--- src/rtl/sim_stim_pkg.sv ---
// Shared state encodings and sizing helper for the bench stimulus controller.
package sim_stim_pkg;

  typedef enum logic [1:0] {
    ST_HOLD = 2'd0,
    ST_RUN  = 2'd1,
    ST_DONE = 2'd2,
    ST_TOUT = 2'd3
  } state_e;

  // A one-cycle hold still needs a 1-bit counter.
  function automatic int hold_width(input int n);
    return (n > 1) ? $clog2(n) : 1;
  endfunction

endpackage

--- src/rtl/irq_sched.sv ---
// One interrupt channel: next-fire compare, armed bit, pulse/level line, overflow flag.
// Output is registered; fires are evaluated only while run_i is high.
module irq_sched #(
  parameter int               CNT_W  = 32,
  parameter logic [CNT_W-1:0] START  = '0,
  parameter logic [CNT_W-1:0] PERIOD = '0,
  parameter bit               LEVEL  = 1'b0,
  parameter bit               EN     = 1'b0
) (
  input  logic             clk,
  input  logic             reset,
  input  logic             run_i,
  input  logic             flush_i,
  input  logic [CNT_W-1:0] cnt_i,
  input  logic             ack_i,
  output logic             irq_o,
  output logic             ovf_o
);

  logic [CNT_W-1:0] next_q, next_d;
  logic             armed_q, armed_d;
  logic             irq_q, irq_d;
  logic             ovf_q, ovf_d;
  logic             fire;

  always_comb begin
    fire    = run_i && armed_q && (cnt_i == next_q);
    next_d  = next_q;
    armed_d = armed_q;
    irq_d   = irq_q;
    ovf_d   = ovf_q;

    if (fire) begin
      if (PERIOD != '0) next_d = next_q + PERIOD;
      else              armed_d = 1'b0;
    end

    // A fire in the same cycle as an ack takes priority over the clear.
    if (flush_i) begin
      irq_d = 1'b0;
    end else if (LEVEL) begin
      if (fire) begin
        irq_d = 1'b1;
        if (irq_q) ovf_d = 1'b1;
      end else if (ack_i) begin
        irq_d = 1'b0;
      end
    end else begin
      irq_d = fire;
    end
  end

  always_ff @(posedge clk) begin
    if (reset) begin
      next_q  <= START;
      armed_q <= EN;
      irq_q   <= 1'b0;
      ovf_q   <= 1'b0;
    end else begin
      next_q  <= next_d;
      armed_q <= armed_d;
      irq_q   <= irq_d;
      ovf_q   <= ovf_d;
    end
  end

  assign irq_o = irq_q;
  assign ovf_o = ovf_q;

endmodule

--- src/rtl/sim_stim_ctrl.sv ---
// CPU bench sequencer: reset hold, run-cycle counter, scheduled IRQs, halt/watchdog stop.
// All outputs registered, one cycle after the deciding edge.
module sim_stim_ctrl
  import sim_stim_pkg::*;
#(
  parameter int                         RST_CYCLES = 4,
  parameter int                         NUM_IRQ    = 6,
  parameter int                         CNT_W      = 32,
  parameter int                         TIMEOUT    = 100000,
  parameter logic [NUM_IRQ*CNT_W-1:0]   IRQ_START  = '0,
  parameter logic [NUM_IRQ*CNT_W-1:0]   IRQ_PERIOD = '0,
  parameter logic [NUM_IRQ-1:0]         IRQ_LEVEL  = '0,
  parameter logic [NUM_IRQ-1:0]         IRQ_EN     = '0
) (
  input  logic               clk,
  input  logic               reset,
  input  logic               halt,
  input  logic [NUM_IRQ-1:0] irq_ack,
  output logic               cpu_reset,
  output logic [NUM_IRQ-1:0] hwint,
  output logic [NUM_IRQ-1:0] irq_ovf,
  output logic [CNT_W-1:0]   cycle_cnt,
  output logic [1:0]         state,
  output logic               done,
  output logic               timeout
);

  localparam int               HOLD_W    = hold_width(RST_CYCLES);
  localparam logic [HOLD_W-1:0] HOLD_LAST = HOLD_W'(RST_CYCLES - 1);
  localparam logic [CNT_W-1:0]  LAST_CNT  = CNT_W'(TIMEOUT - 1);

  state_e            state_q;
  logic [HOLD_W-1:0] hold_q;
  logic              cpu_reset_q;
  logic [CNT_W-1:0]  cnt_q;
  logic              done_q;
  logic              tout_q;

  logic in_run, term, ch_run, ch_flush;

  // Channels see no fire on the terminating edge so the lines drop with the state change.
  assign in_run   = (state_q == ST_RUN);
  assign term     = in_run && (halt || (cnt_q == LAST_CNT));
  assign ch_run   = in_run && !term;
  assign ch_flush = term || (state_q == ST_DONE) || (state_q == ST_TOUT);

  always_ff @(posedge clk) begin
    if (reset) begin
      state_q     <= ST_HOLD;
      hold_q      <= '0;
      cpu_reset_q <= 1'b1;
      cnt_q       <= '0;
      done_q      <= 1'b0;
      tout_q      <= 1'b0;
    end else begin
      case (state_q)
        ST_HOLD: begin
          hold_q <= hold_q + 1'b1;
          if (hold_q == HOLD_LAST) begin
            state_q     <= ST_RUN;
            cpu_reset_q <= 1'b0;
          end
        end
        ST_RUN: begin
          if (halt) begin
            state_q <= ST_DONE;
            done_q  <= 1'b1;
          end else if (cnt_q == LAST_CNT) begin
            state_q <= ST_TOUT;
            tout_q  <= 1'b1;
          end else begin
            cnt_q <= cnt_q + 1'b1;
          end
        end
        default: state_q <= state_q;
      endcase
    end
  end

  for (genvar i = 0; i < NUM_IRQ; i++) begin : g_ch
    irq_sched #(
      .CNT_W  (CNT_W),
      .START  (IRQ_START[i*CNT_W +: CNT_W]),
      .PERIOD (IRQ_PERIOD[i*CNT_W +: CNT_W]),
      .LEVEL  (IRQ_LEVEL[i]),
      .EN     (IRQ_EN[i])
    ) u_sched (
      .clk     (clk),
      .reset   (reset),
      .run_i   (ch_run),
      .flush_i (ch_flush),
      .cnt_i   (cnt_q),
      .ack_i   (irq_ack[i]),
      .irq_o   (hwint[i]),
      .ovf_o   (irq_ovf[i])
    );
  end

  assign cpu_reset = cpu_reset_q;
  assign cycle_cnt = cnt_q;
  assign state     = state_q;
  assign done      = done_q;
  assign timeout   = tout_q;

endmodule

--- config.mk ---
export PLATFORM = sky130hd
export DESIGN_NAME = sim_stim_ctrl
export DESIGN_NICKNAME = d
export VERILOG_FILES = /design/src/rtl/sim_stim_pkg.sv /design/src/rtl/irq_sched.sv /design/src/rtl/sim_stim_ctrl.sv
export SDC_FILE = /design/constraint.sdc
export NUM_CORES = 1
export LEC_CHECK = 0
export ABC_AREA = 0
export CORE_MARGIN = 1.5
export CORE_UTILIZATION = 51
export CTS_CLUSTER_SIZE = 30
export DETAILED_ROUTE_END_ITERATION = 8
export GPL_TIMING_DRIVEN = 1
export PLACE_DENSITY_LB_ADDON = 0.15
export SETUP_SLACK_MARGIN = 0.5
export SYNTH_ARGS = -nofsm -noshare
export SYNTH_HDL_FRONTEND = slang
export SYNTH_SLANG_ARGS = --single-unit
export TNS_END_PERCENT = 100
--- constraint.sdc ---
create_clock -name clk -period 2.9 [get_ports clk]
set_input_delay 0.58 -clock clk [delete_from_list [all_inputs] [get_ports clk]]
set_output_delay 0.58 -clock clk [all_outputs]
set_load 0.02 [all_outputs]
==> flow_metrics.tcl <==
set metrics [dict create \
    area_growth_pct 22.2 \
    dp_hpwl_mm 3.16 \
    synth_area_mm2 0.00201 \
    setup.worst_path.start_class "flop" \
    cts_tree "yes" \
    p_int_mw 0.762 \
    combPwrFrac 0.117 \
    ys_seq_area_frac 0.388 \
    synth_cell_types 36 \
    n_antenna_cell 0 \
    holdPathStages 1 \
    drtAntennaViolNets 0 \
    dieArea_mm2 0.00433 \
    peakVddDrop_uv 296 \
    antenna_found_initial 0 \
    p_seq_frac 0.557 \
    r2r_start "cycle_cnt[0]" \
    rr_endpoint "cycle_cnt[20]" \
    required_ps 3080 \
    drc 0 \
    die_h_um 65.8 \
    setup_viol 0 \
    fin_nets 289 \
    r2r_cells 7 \
    dpl_cell_area_mm2 0.00237 \
    syn_area_per_cell_um2 8.38 \
    use_met1 0.290 \
    cts_sinks 39 \
    use_met2 0.374 \
    place.gp.congestion 0.777 \
    drt_iter0_drc 165 \
    status "finished clean" \
    min_from "cpu_reset" \
    die_w_um 65.8 \
    drive_gt1_frac 0.0722 \
    cp_data_arrival_time_ps 2460 \
    min_to "cpu_reset" \
    place_ws_ps 320 \
    regToRegSetupSlack_ps 620 \
    cts-root-buf "clkbuf_8" \
    swShare 0.258 \
    synth_warnings 0 \
    fin_tns_setup_ps 0 \
    async_reset_ff_frac 0 \
    ys.flop_type "dfxtp_1" \
    p_clk_frac 0.326 \
    cts_made_buffers 5 \
    min_period_over_period 0.788 \
    switchingPower_mw 0.265 \
    ys_top_cells_by_area "dfxtp_1 (39%), buf_4 (5.6%), a21oi_1 (5.2%)" \
    hold_ws_ps 471 \
    max_slew.worst_pin.slew_ps 528 \
    slew-limit-headroom 0.647 \
    ys_seq_elements 39 \
    fillers 335 \
    drt_pass1_iterations 4 \
    row_count 22 \
    crit_fanout 30 \
    grt_overflow_total 0 \
    grt_pass1_wl_mm 7.49 \
    clkLatencyLatePin_ps 280 \
    hold_viol 0 \
    initial_core_util 0.541 \
    fin_area_mm2 0.00246 \
    grt_usage 0.224 \
    drv_slew 0 \
    synth_largest_area_cell "dfxtp_1" \
    vias 1862 \
    finClkSkew_ps 2.44 \
    grt_pass1_vias 1643 \
    viasPerCell 5.73 \
    grt_max_degree 31 \
    rsz0062_at_grt "yes" \
    wl_per_cell_um 13.8 \
    powerDensity_mw_per_mm2 418 \
    fin_util 0.661 \
    io_buffers 39 \
    synth-edff-count 0 \
    mostFrequentLayoutCells "dfxtp_1 (39), clkdlybuf4s50_1 (39), nor2_1 (21), a21oi_1 (21), nand2_1 (17)" \
    top_level_ports 58 \
    core_area_mm2 0.00372 \
    fmax_mhz 438 \
    use_met3 0.0358 \
    worstHoldPathType "flop to flop" \
    top_usage_layer "met2" \
    synth_cells 240 \
    p_leak_nw 0.833 \
    wl_mm 4.49 \
    cts_buffer_depth 2 \
    synth_top_area_share 0.388 \
    endpoint_kind "flop" \
    criticalPathCategory "flop to flop" \
    setup_ws_ps 615 \
    clk_pin_slew_worst_paths_ps 70 \
    htree_levels 2 \
    timing.final.crit_period_ps 2280 \
    maxCapViolations 0 \
]
-- flip-flops by register name, summed over array words and instances (netlist names) --
| register | count |
|---|---|
| cycle_cnt | 32 |
| state | 2 |
| cpu_reset | 1 |
| hold_q | 2 |
| done | 1 |
| timeout | 1 |
-- cell type report --
cell class | instances | area [um^2] | area share
clock buffers | 6 | 72.6 | 0.0295
well taps | 48 | 60.1 | 0.0245
inverters | 4 | 15.0 | 0.00611
multi-input cells | 184 | 1100 | 0.448
repair buffers | 44 | 428 | 0.174
flip-flops and latches | 39 | 781 | 0.318
-- worst max-delay path by stage --
stage                       from            end  slack, ps  cells after the start
global placement            halt  cycle_cnt[20]        360                      6
finish              cycle_cnt[0]  cycle_cnt[20]        620                      7
global route        cycle_cnt[0]  cycle_cnt[20]        440                      7
detailed placement          halt  cycle_cnt[20]        320                      6
floorplan           cycle_cnt[0]  cycle_cnt[26]        920                      7
CTS                 cycle_cnt[0]  cycle_cnt[20]        520                      7
-- cells by family (layout without fill, tap and decap cells) --
kind of cell	after synthesis	count (layout)	synth area share
simple gates	110	110	0.308
compound gates	45	45	0.127
flops	39	39	0.388
buf+inv	28	54	0.0890
xor+xnor	8	8	0.0348
mux	7	7	0.0386
fa+ha+maj	2	2	0.0124
other cells	1	12	0.00187
-- cells in the mapped netlist (5+ instances only) --
library cell / number
or4_1: 8
or3_1: 10
nor2b_1: 6
nand2_1: 17
nor2_1: 21
o31ai_1: 8
mux2_2: 6
xor2_1: 5
a21oi_1: 21
nor4_1: 8
o21ai_0: 12
buf_4: 15
and3_1: 5
dfxtp_1: 39
nand4_1: 9
nand3_1: 8
-- what timing repair did --
action                     CTS  global route
gates resized for setup      0             1
buffers inserted             0             1
setup endpoints to repair    0            20
hold buffers                 0             0
-- through the flow --
stage / total power [mW] / cells
after floorplan: 0.680 / 251
after global placement: 0.699 / 318
after detailed placement: 0.703 / 318
after CTS: 1.04 / 324
after global routing: 1.07 / 325
final: 1.03 / 325
-- worst max-delay path: stages, from the launching register on --
cell and delay, ps:
dfxtp_1 390, ha_1 200, and4_1 310, nand4_1 210
o21ai_4 340, buf_4 340, nor4_1 110, mux2_2 270
-- power groups by stage --
| stage | combinational (mW) | sequential (mW) | clock (mW) |
|---|---|---|---|
| after global placement | 0.115 | 0.584 | 0 |
| after global routing | 0.133 | 0.574 | 0.365 |
| final | 0.121 | 0.572 | 0.335 |
| after detailed placement | 0.119 | 0.584 | 0 |
| after floorplan | 0.0881 | 0.592 | 0 |
| after CTS | 0.120 | 0.572 | 0.344 |
-- routing by layer --
layer	vias to the layer above	share of wire
li1	930	-
met1	879	0.48
met2	47	0.46
met3	6	0.045
met4	0	0.012
met5	-	0
Power figures use the tool's default switching activity.
